File: src/rtl/robot_pkg.sv
// rtl/robot_pkg.sv - shared types and default constants for the robot controller
//
// Purpose: controller state encoding, heading encoding and parameter defaults
//          used by robot_controller and its testbench.
// Ports:   none (package).
package robot_pkg;

  typedef enum logic [2:0] {
    SEARCH,
    FOLLOW,
    ADVANCE,
    ROT_RIGHT,
    REMOVING,
    STOP
  } state_t;

  // Heading encoding; one `turn` rotates N->W->S->E->N.
  typedef enum logic [1:0] {
    DIR_NORTH = 2'b00,
    DIR_SOUTH = 2'b01,
    DIR_EAST  = 2'b10,
    DIR_WEST  = 2'b11
  } dir_t;

  localparam int REMOVE_CYCLES_DEF = 3;
  localparam int MAX_TURNS_DEF     = 8;

  // A right rotation is built from three left turns.
  localparam int ROT_RIGHT_TURNS   = 3;

endpackage

File: src/rtl/robot_controller.sv
// rtl/robot_controller.sv - left-wall-following maze robot controller
//
// Purpose: wall follower with trash removal, exit detection and stuck
//          detection. All outputs are registered; the action chosen from
//          the sensors at one rising edge appears on the outputs after it.
// Config:  TRASH_REMOVAL_EN - when defined, `barrier` starts a REMOVING
//          sequence; when undefined, `barrier` behaves like `head` and
//          `remove` is tied low.
// Ports:
//   clock    in   robot clock, rising edge active
//   reset    in   synchronous active-high reset
//   head     in   wall/edge directly ahead
//   left     in   wall/edge directly to the left
//   under    in   standing on the exit cell
//   barrier  in   trash cell directly ahead
//   front    out  move one cell forward
//   turn     out  rotate 90 degrees left
//   remove   out  trash-removal strobe
//   halted   out  stopped permanently (exit or stuck)
module robot_controller
  import robot_pkg::*;
#(
  parameter int REMOVE_CYCLES = REMOVE_CYCLES_DEF,
  parameter int MAX_TURNS     = MAX_TURNS_DEF
) (
  input  logic clock,
  input  logic reset,
  input  logic head,
  input  logic left,
  input  logic under,
  input  logic barrier,
  output logic front,
  output logic turn,
  output logic remove,
  output logic halted
);

  localparam int                TURN_W     = $clog2(MAX_TURNS + 1);
  localparam logic [TURN_W-1:0] TURN_LIMIT = TURN_W'(MAX_TURNS);
  localparam logic [1:0]        ROT_LAST   = 2'(ROT_RIGHT_TURNS - 1);

  state_t            state;
  state_t            next_state;
  logic [TURN_W-1:0] turn_cnt;
  logic [1:0]        rot_cnt;
  logic              act_front;
  logic              act_turn;
  logic              blocked;      // cannot step forward
  logic              follow_hold;  // FOLLOW is leaving without a move/turn
  logic              stuck;

`ifdef TRASH_REMOVAL_EN
  localparam int               REM_W    = $clog2(REMOVE_CYCLES + 1);
  localparam logic [REM_W-1:0] REM_LAST = REM_W'(REMOVE_CYCLES - 1);

  logic [REM_W-1:0] rem_cnt;
  logic             act_remove;

  assign blocked     = head;
  assign follow_hold = under | barrier;
`else
  // Without removal hardware, trash is just another wall.
  assign blocked     = head | barrier;
  assign follow_hold = under;
  assign remove      = 1'b0;
`endif

  assign stuck = (turn_cnt == TURN_LIMIT);

  // State register
  always_ff @(posedge clock) begin
    if (reset) state <= SEARCH;
    else       state <= next_state;
  end

  // Next-state logic; the stuck condition overrides every other transition.
  always_comb begin
    next_state = state;
    if (stuck) begin
      next_state = STOP;
    end else begin
      case (state)
        SEARCH:    if (blocked) next_state = ROT_RIGHT;
        ROT_RIGHT: if (rot_cnt == ROT_LAST) next_state = FOLLOW;
        FOLLOW: begin
          if (under) next_state = STOP;
`ifdef TRASH_REMOVAL_EN
          else if (barrier) next_state = REMOVING;
`endif
          else if (!left)   next_state = ADVANCE;
          else if (blocked) next_state = ROT_RIGHT;
        end
        ADVANCE:   next_state = FOLLOW;
`ifdef TRASH_REMOVAL_EN
        REMOVING:  if (rem_cnt == REM_LAST) next_state = FOLLOW;
`endif
        STOP:      next_state = STOP;
        default:   next_state = SEARCH;
      endcase
    end
  end

  // Action decode; at most one action is ever selected.
  always_comb begin
    act_front = 1'b0;
    act_turn  = 1'b0;
`ifdef TRASH_REMOVAL_EN
    act_remove = 1'b0;
`endif
    if (!stuck) begin
      case (state)
        SEARCH:    act_front = !blocked;
        ROT_RIGHT: act_turn  = 1'b1;
        FOLLOW: begin
          if (!follow_hold) begin
            if (!left) act_turn  = 1'b1;
            else       act_front = !blocked;
          end
        end
        // One step after a left turn so open space cannot spin us forever.
        ADVANCE:   act_front = !blocked;
`ifdef TRASH_REMOVAL_EN
        REMOVING:  act_remove = 1'b1;
`endif
        default: ;
      endcase
    end
  end

  // Registered outputs
  always_ff @(posedge clock) begin
    if (reset) begin
      front  <= 1'b0;
      turn   <= 1'b0;
      halted <= 1'b0;
    end else begin
      front  <= act_front;
      turn   <= act_turn;
      halted <= (next_state == STOP);
    end
  end

  // Turn counter (saturating, cleared by forward motion) and rotation step
  always_ff @(posedge clock) begin
    if (reset) begin
      turn_cnt <= '0;
      rot_cnt  <= '0;
    end else begin
      if (act_front)
        turn_cnt <= '0;
      else if (act_turn && turn_cnt != TURN_LIMIT)
        turn_cnt <= turn_cnt + 1'b1;
      if (state == ROT_RIGHT && next_state == ROT_RIGHT)
        rot_cnt <= rot_cnt + 2'd1;
      else
        rot_cnt <= '0;
    end
  end

`ifdef TRASH_REMOVAL_EN
  always_ff @(posedge clock) begin
    if (reset) begin
      remove  <= 1'b0;
      rem_cnt <= '0;
    end else begin
      remove <= act_remove;
      if (state == REMOVING && next_state == REMOVING)
        rem_cnt <= rem_cnt + 1'b1;
      else
        rem_cnt <= '0;
    end
  end
`endif

endmodule
File: config.mk
export PLATFORM = sky130hd
export DESIGN_NAME = robot_controller
export DESIGN_NICKNAME = d
export VERILOG_FILES = /design/src/rtl/robot_pkg.sv /design/src/rtl/robot_controller.sv
export SDC_FILE = /design/constraint.sdc
export NUM_CORES = 1
export LEC_CHECK = 0
export CORE_ASPECT_RATIO = 1.2
export CORE_MARGIN = 5
export CORE_UTILIZATION = 35
export DETAILED_ROUTE_END_ITERATION = 16
export HOLD_SLACK_MARGIN = 0.08
export PLACE_DENSITY_LB_ADDON = 0.08
export SYNTH_ARGS = -nofsm -noshare
export SYNTH_HDL_FRONTEND = slang
export SYNTH_SLANG_ARGS = --single-unit
File: constraint.sdc
create_clock -name clock -period 1.55 [get_ports clock]
set_input_delay 0.155 -clock clock [delete_from_list [all_inputs] [get_ports clock]]
set_output_delay 0.155 -clock clock [all_outputs]
set_load 0.05 [all_outputs]
==> results.cfg, run 1 <==
[min_path]
hold_depth = 1
hp-class = flop to flop
holdCritStartpoint = rot_cnt[0]
min_to = rot_cnt[0]

[placed_design]
pre_cts_slack_ns = -0.100
dp_hpwl_mm = 1.13
portBuffers = 8
routabilityCongestion = 0.872

[die]
fp-row-count = 16
chipWidth_um = 48.5
design.core.area_mm2 = 0.00166
die_height_um = 56.2
die_area_mm2 = 0.00272
start_util = 0.374
io_pins = 10

[synthesis]
ys_seq_elements = 12
synth_seq_area_share = 0.386
synth_top_area_cell = dfxtp_1
synth_most_common_cell = dfxtp_1
synth-simple-area-share = 0.217
avgSynthCellArea_um2 = 9.57
syn_nets = 74
synth_warnings = 0
yosysTopAreaCellShare = 0.386
synth_top_family_by_area = compound AO/OA/AOI/OAI gates
synthAdderAreaFrac = 0.0604
synth_xor_area_frac = 0
postSynthCellCount = 65
ys_top_cells_by_count = dfxtp_1, a21oi_1, o31ai_1
synth_edf_count = 0
synthArstFlopShare = 0
ys_top_cells_by_area = dfxtp_1, ha_1, o31ai_1
syn_area_um2 = 622
synth_cell_types = 31
muxShareOfSynthArea = 0
synth-main-ff-cell = dfxtp_1
synth_compound_area_frac = 0.288

[pwr]
cellPowerDensity_mw_per_mm2 = 910
peakVddDrop_v = 0.000459
p_leak_nw = 0.326

[timing]
fin_hold_ws_ns = 0.441
rsz0062_at_grt = no
setup_slack_ns = 0.113
hold_viol = 0
fin_crit_sh = 0.927
post-route-min-period_ns = 1.44
fmax_mhz = 696
skew_ns = 0.00202
slew_violations = 0
setup_viol = 0

[setup_path]
reg2reg_depth = 5
arrival_ns = 1.63
critPathCaptureType = flop
reg2reg_from = turn_cnt[0]
r2r_end = rot_cnt[1]
crit_type = flop to flop
crit_fanout = 3
rrSetupSlack_ns = 0.11
crit_required_ns = 1.74
critPathLaunchType = flop

[clock_tree]
cts_tree = yes
clock_path_buffers = 2
root_buffer = clkbuf_4
clock_latency_ns = 0.27
cts_setup_buffers = 0
cts-htree-levels = 1
clkSinkCount = 12
cts_hold_buf = 0
cts_buffers = 3
path_clk_slew_ns = 0.08

[cells_and_area]
drive_above_1_share = 0.352
areaGrowthSynthToFinish_pct = 39.0
fillers = 177
fin_nets = 98
antenna_cells = 0

[routing]
route.detailed.drc = 0
wire_per_inst_um = 14.0
first_iter_violations = 3
ant_nets = 0
drt-total-wl_mm = 1.48
via_count = 577
first_pass_iters = 3
routed_via_density = 5.44

[job]
max_cap_violations = 0

[global_routing]
grt_use_total = 0.117
antenna_found_initial = 0
grt_pass1_wl_mm = 2.52
grt_max_degree = 9
overflow = 0
grt_pass1_vias = 597

[run_status]
outcome = complete, no violations
worst max-delay path: stages (launching register included):
cell and delay [ns]:
dfxtp_2 0.33, inv_1 0.05, ha_2 0.19, and3b_1 0.18, or3_4 0.35, nor4b_2 0.25
cells in the final DEF, fill, tap and decap left out, drive strengths merged, types with 2 or more instances in the layout:
cell type      instances
a21oi                  5
a221oi                 4
buf                   16
clkbuf                 4
clkdlybuf4s50          5
dfxtp                 12
ha                     3
inv                    4
nand2b                 2
nand4                  3
nor2b                  4
nor4b                  2
o21ai                  3
o21ba                  2
o21bai                 2
o31ai                  5
per-layer routing:
| metal | global-route usage | part of all wire | up-vias |
|---|---|---|---|
| met5 | 0 | 0 | - |
| met4 | 0.0692 | 0.0068 | 0 |
| met3 | 0.0375 | 0.031 | 2 |
| met2 | 0.203 | 0.54 | 3 |
| met1 | 0.119 | 0.42 | 276 |
| li1 | - | - | 296 |
state kept, by name, summed over array words and instances (netlist names):
signal    flops
front         1
rot_cnt       2
turn_cnt      4
turn          1
state         3
halted        1
how the worst max path moves through the flow:
stage	startpoint	endpoint	slack, ns
after floorplan	turn_cnt[0]	rot_cnt[0]	0.04
after global placement	left	turn_cnt[1]	-0.09
after detailed placement	left	turn_cnt[1]	-0.10
after CTS	turn_cnt[0]	rot_cnt[1]	0.03
after global routing	turn_cnt[0]	front	0.04
final	turn_cnt[0]	rot_cnt[1]	0.11
cell type report:
cell class                 count  area, µm²  area share
clock buffer                   4       36.3      0.0420
inverter                       4       15.0      0.0174
multi-input combinational     47        378       0.437
sequential                    12        243       0.281
tap                           18       22.5      0.0260
timing repair buffer          21        170       0.197
repair_timing:
item | CTS | global route
endpoints found under the hold margin | 0 | 0
endpoints found under the setup margin | 0 | 6
resized for setup | 0 | 7
cells by family (layout without fill, tap and decap cells):
| kind of cell | Yosys count | in the layout |
|---|---|---|
| AND/OR/NAND/NOR | 20 | 20 |
| buffers and inverters | 6 | 29 |
| adder cells (fa/ha/maj) | 3 | 3 |
| flip-flops | 12 | 12 |
| other | 1 | 1 |
| AO/OA/AOI/OAI | 23 | 23 |
report_power, final:
group	leakage (nW)	switching (mW)	total (mW)	internal, mW
Clock	0.0210	0.106	0.248	0.143
Combinational	0.206	0.104	0.201	0.0968
Sequential	0.0987	0.0123	0.338	0.326
per-stage QoR:
step / utilization / total power, mW / cell area (µm²) / setup TNS (ns) / instances
floorplan: - / 0.454 / 622 / 0 / 65
global placement: 0.483 / 0.539 / 803 / -0.444 / 102
detailed placement: 0.483 / 0.538 / 803 / -0.461 / 102
CTS: 0.505 / 0.787 / 840 / 0 / 106
global route: 0.520 / 0.838 / 865 / 0 / 106
finish: 0.520 / 0.787 / 865 / 0 / 106
(Power assumes the default switching activity.)
==> inputs of run 2 (changes only) <==
--- a/config.mk
+++ b/config.mk
@@ -5,12 +5,14 @@
 export SDC_FILE = /design/constraint.sdc
 export NUM_CORES = 1
 export LEC_CHECK = 0
+export CELL_PAD_IN_SITES_DETAIL_PLACEMENT = 0
+export CELL_PAD_IN_SITES_GLOBAL_PLACEMENT = 1
 export CORE_ASPECT_RATIO = 1.2
 export CORE_MARGIN = 5
-export CORE_UTILIZATION = 35
+export CORE_UTILIZATION = 34
 export DETAILED_ROUTE_END_ITERATION = 16
 export HOLD_SLACK_MARGIN = 0.08
-export PLACE_DENSITY_LB_ADDON = 0.08
+export PLACE_DENSITY_LB_ADDON = 0.05
 export SYNTH_ARGS = -nofsm -noshare
 export SYNTH_HDL_FRONTEND = slang
 export SYNTH_SLANG_ARGS = --single-unit
==> results.cfg, run 2 (synthesis results as in run 1) <==
[clock_tree]
root_buffer = clkbuf_4
cts_hold_buf = 0
clkSinkCount = 12
cts_tree = yes
cts_buffers = 3
clock_path_buffers = 2
cts-htree-levels = 1
path_clk_slew_ns = 0.07
clock_latency_ns = 0.27

[run_status]
outcome = complete, no violations

[cells_and_area]
drive_above_1_share = 0.315
mostFrequentLayoutCell = buf_4
largest_reg_flops = 4
multi_input_area_um2 = 373
areaGrowthSynthToFinish_pct = 38.2
top_regs = turn_cnt: 4 flops, state: 3 flops, rot_cnt: 2 flops
layout_common_cells = buf_4, dfxtp_1, a21oi_1, o31ai_1, clkdlybuf4s50_1
antenna_cells = 0
fillers = 183
fin_area_um2 = 860
regMostFlops = turn_cnt
register_area_um2 = 240
fin_nets = 100

[die]
die_height_um = 56.9
fp-row-count = 17
design.core.area_mm2 = 0.00179
io_pins = 10
start_util = 0.348
die_area_mm2 = 0.00279
chipWidth_um = 49.0

[timing]
slew_violations = 0
hold_viol = 0
rsz0062_at_grt = no
fmax_mhz = 687
fin_hold_ws_ns = 0.440
setup_viol = 0
post-route-min-period_ns = 1.46
tns_ns = 0
fin_crit_sh = 0.939
skew_ns = 0.00271

[routing]
first_iter_violations = 5
first_pass_iters = 4
wire_per_inst_um = 14.1
via_count = 605
routed_via_density = 5.60
ant_nets = 0
drt-total-wl_mm = 1.52
route.detailed.drc = 0

[setup_path]
crit_family = simple AND/OR/NAND/NOR gates
slowest_delay_ns = 0.36
timing.critical_path.buf_inv = 1
critPathCaptureType = flop
arrival_ns = 1.64
crit_fanout = 4
crit_type = flop to flop
critPathLaunchType = flop
crit_required_ns = 1.74
cp_slowest_cell = or3_4
path_cells = inv_1 -> ha_1 -> and3b_1 -> or3_4 -> nor4b_2

[global_routing]
grt_max_degree = 9
grt_use_total = 0.123
antenna_found_initial = 0
grt_pass1_vias = 601
overflow = 0
grt_pass1_wl_mm = 2.62

[placed_design]
portBuffers = 8
placed_area_um2 = 820
dp_hpwl_mm = 1.19
routabilityCongestion = 0.777

[pwr]
p_leak_nw = 0.328
cellPowerDensity_mw_per_mm2 = 854
total_power_mw = 0.734
peakVddDrop_v = 0.000469

[min_path]
hp-class = flop to flop

[job]
max_cap_violations = 0
==> run 2: cell count changes in the layout (fill, tap and decap cells not counted) <==
cell / previous run / this run
nor2_2: 1 / 0
nor2_1: 0 / 1
ha_1: 2 / 3
dfxtp_2: 2 / 0
clkbuf_8: 1 / 0
dfxtp_1: 10 / 12
buf_4: 16 / 18
ha_2: 1 / 0
==> run 2: metal layers <==
metal / GRT usage / part of all wire
met5: 0 / 0
met2: 0.205 / 0.51
met1: 0.132 / 0.44
met4: 0.0846 / 0.012
met3: 0.0318 / 0.033
==> run 2: where the power goes <==
| group | switching (mW) | internal (mW) |
|---|---|---|
| Combinational | 0.109 | 0.102 |
| Sequential | 0.00930 | 0.325 |
| Clock | 0.0986 | 0.0897 |
==> run 2: layout make-up <==
cell class,instances,share of cell area
multi-input combinational,47,0.434
sequential,12,0.279
timing repair buffer,23,0.215
tap,19,0.0277
clock buffer,3,0.0262
inverter,4,0.0175
==> run 2: path summary, 6_finish.rpt <==
kind | end | start | cells past startpoint | slack [ns]
max | rot_cnt[0] | turn_cnt[0] | 5 | 0.09
min | rot_cnt[0] | rot_cnt[0] | 1 | 0.44
max reg2reg | rot_cnt[0] | turn_cnt[0] | 5 | 0.09
min reg2reg | rot_cnt[0] | rot_cnt[0] | 1 | 0.44
==> run 2: what timing repair did <==
action | 4_1_cts | 5_1_grt
endpoints found under the setup margin | 0 | 3
resized for setup | 0 | 3
buffers inserted | 0 | 0
==> run 2: metrics by stage <==
step                      setup slack [ns]  cells  utilization
after floorplan                     0.0436     65            -
after global placement             -0.0830    105        0.459
after detailed placement            -0.107    105        0.459
after CTS                           0.0237    108        0.471
after global routing                0.0106    108        0.481
final                               0.0942    108        0.481
==> inputs of run 3 (changes only) <==
--- a/config.mk
+++ b/config.mk
@@ -9,7 +9,7 @@
 export CELL_PAD_IN_SITES_GLOBAL_PLACEMENT = 1
 export CORE_ASPECT_RATIO = 1.2
 export CORE_MARGIN = 5
-export CORE_UTILIZATION = 34
+export CORE_UTILIZATION = 35
 export DETAILED_ROUTE_END_ITERATION = 16
 export HOLD_SLACK_MARGIN = 0.08
 export PLACE_DENSITY_LB_ADDON = 0.05
==> constraint.sdc (replaced) <==
create_clock -name clock -period 1.4 [get_ports clock]
set_input_delay 0.14 -clock clock [delete_from_list [all_inputs] [get_ports clock]]
set_output_delay 0.14 -clock clock [all_outputs]
set_load 0.05 [all_outputs]
==> results.cfg, run 3 (synthesis results as in run 1) <==
[pwr]
pwr-share-seq = 0.414
p_leak_nw = 0.347
peakVddDrop_v = 0.000433
clockPowerShare = 0.306
total_power_mw = 0.906
switchingPower_mw = 0.266
p_int_mw = 0.639
cellPowerDensity_mw_per_mm2 = 970
combPwrFrac = 0.280
swShare = 0.294

[timing]
slew_violations = 0
fmax_mhz = 698
tns_ns = -0.0423
skew_ns = 0.00797
setup_slack_ns = -0.0332
rsz0062_at_grt = yes
fin_hold_ws_ns = 0.366
fin_crit_sh = 1.02
setup_viol = 2
post-route-min-period_ns = 1.43
hold_viol = 0

[setup_path]
critPathLaunchType = flop
path_cells = inv_2 -> ha_4 -> and3b_2 -> or3_4 -> nor4b_2
slowest_delay_ns = 0.36
cp_slowest_cell = or3_4
crit_required_ns = 1.58
crit_type = flop to flop
timing.critical_path.buf_inv = 1
arrival_ns = 1.61
critPathCaptureType = flop
crit_fanout = 4
crit_family = simple AND/OR/NAND/NOR gates

[clock_tree]
cts_buffers = 3
cts_hold_buf = 0
cts_tree = yes
clock_latency_ns = 0.27
cts-htree-levels = 1
clkSinkCount = 12
cts_setup_buffers = 0
root_buffer = clkbuf_4
clock_path_buffers = 2
path_clk_slew_ns = 0.08

[die]
start_util = 0.374
fp-row-count = 16
chipWidth_um = 48.5
design.core.area_mm2 = 0.00166
die_height_um = 56.2
io_pins = 10
die_area_mm2 = 0.00272

[cells_and_area]
fin_nets = 100
fin_area_um2 = 933
layout_common_cells = buf_4, dfxtp_1
mostFrequentLayoutCell = buf_4
antenna_cells = 0
regMostFlops = turn_cnt
largest_reg_flops = 4
fillers = 154
drive_above_1_share = 0.467
top_regs = turn_cnt: 4 flops, state: 3 flops, rot_cnt: 2 flops
areaGrowthSynthToFinish_pct = 50.1

[routing]
first_pass_iters = 3
route.detailed.drc = 0
routed_via_density = 5.51
via_count = 595
ant_nets = 0
drt-total-wl_mm = 1.64
wire_per_inst_um = 15.2
first_iter_violations = 9

[global_routing]
grt_pass1_vias = 603
grt_pass1_wl_mm = 2.64
antenna_found_initial = 0
overflow = 0
grt_use_total = 0.124
grt_max_degree = 9

[min_path]
hp-class = primary input to flop

[placed_design]
pre_cts_slack_ns = -0.240
dp_hpwl_mm = 1.24
portBuffers = 8
routabilityCongestion = 0.741
placed_area_um2 = 852

[job]
max_cap_violations = 0

[run_status]
violations = setup timing
outcome = complete, but fails checks
-- run 3: changes by cell type in the layout (fill, tap and decap cells not counted), sizes merged --
cell	previous run	this run
dlymetal6s2s	0	1
clkbuf	3	4
clkdlybuf4s50	5	4
-- run 3: metal layers --
| metal | vias up | track usage | wire (µm) |
|---|---|---|---|
| met5 | - | 0 | 0 |
| met4 | 0 | 0.0462 | 12 |
| met3 | 2 | 0.0322 | 35 |
| met2 | 4 | 0.228 | 891 |
| met1 | 291 | 0.131 | 697 |
| li1 | 298 | - | - |
-- run 3: per-stage QoR --
stage | utilization | instances
after global routing | 0.562 | 108
final | 0.562 | 108
after CTS | 0.537 | 108
after detailed placement | 0.513 | 104
after floorplan | - | 65
after global placement | 0.513 | 104
-- run 3: what timing repair did --
| item | CTS | global route |
|---|---|---|
| endpoints found under the setup margin | 3 | 7 |
| endpoints found under the hold margin | 0 | 0 |
| pin swaps | 1 | 0 |
| gates resized for setup | 1 | 8 |
-- run 3: final cells by class --
class | instances | area [µm²] | share of cell area
multi-input combinational | 47 | 428 | 0.458
sequential | 12 | 244 | 0.261
timing repair buffer | 23 | 188 | 0.201
clock buffer | 4 | 36.3 | 0.0389
tap | 18 | 22.5 | 0.0241
inverter | 4 | 15.0 | 0.0161
-- run 3: worst reg2reg max path: cells and delay by family, from the launching register on --
kind | cells | cell delay, ns
adders and majority gates | 1 | 0.14
and+or+nand+nor | 3 | 0.82
buffers and inverters | 1 | 0.05
DFF | 1 | 0.35
-- run 3: path summary, 6_finish.rpt --
path / endpoint / start / slack, ns / depth (start not counted)
setup / recovery: rot_cnt[1] / turn_cnt[1] / -0.03 / 5
hold / removal: turn_cnt[3] / left / 0.37 / 4
setup reg to reg: rot_cnt[1] / turn_cnt[1] / -0.03 / 5
hold reg to reg: rot_cnt[0] / rot_cnt[0] / 0.44 / 1
-- run 3: power groups by stage --
stage               logic, mW  registers, mW  clock network, mW
finish                  0.254          0.375              0.277
CTS                     0.241          0.374              0.286
floorplan               0.109          0.405                  0
detailed placement      0.237          0.382                  0
global route            0.273          0.379              0.306
global placement        0.235          0.382                  0
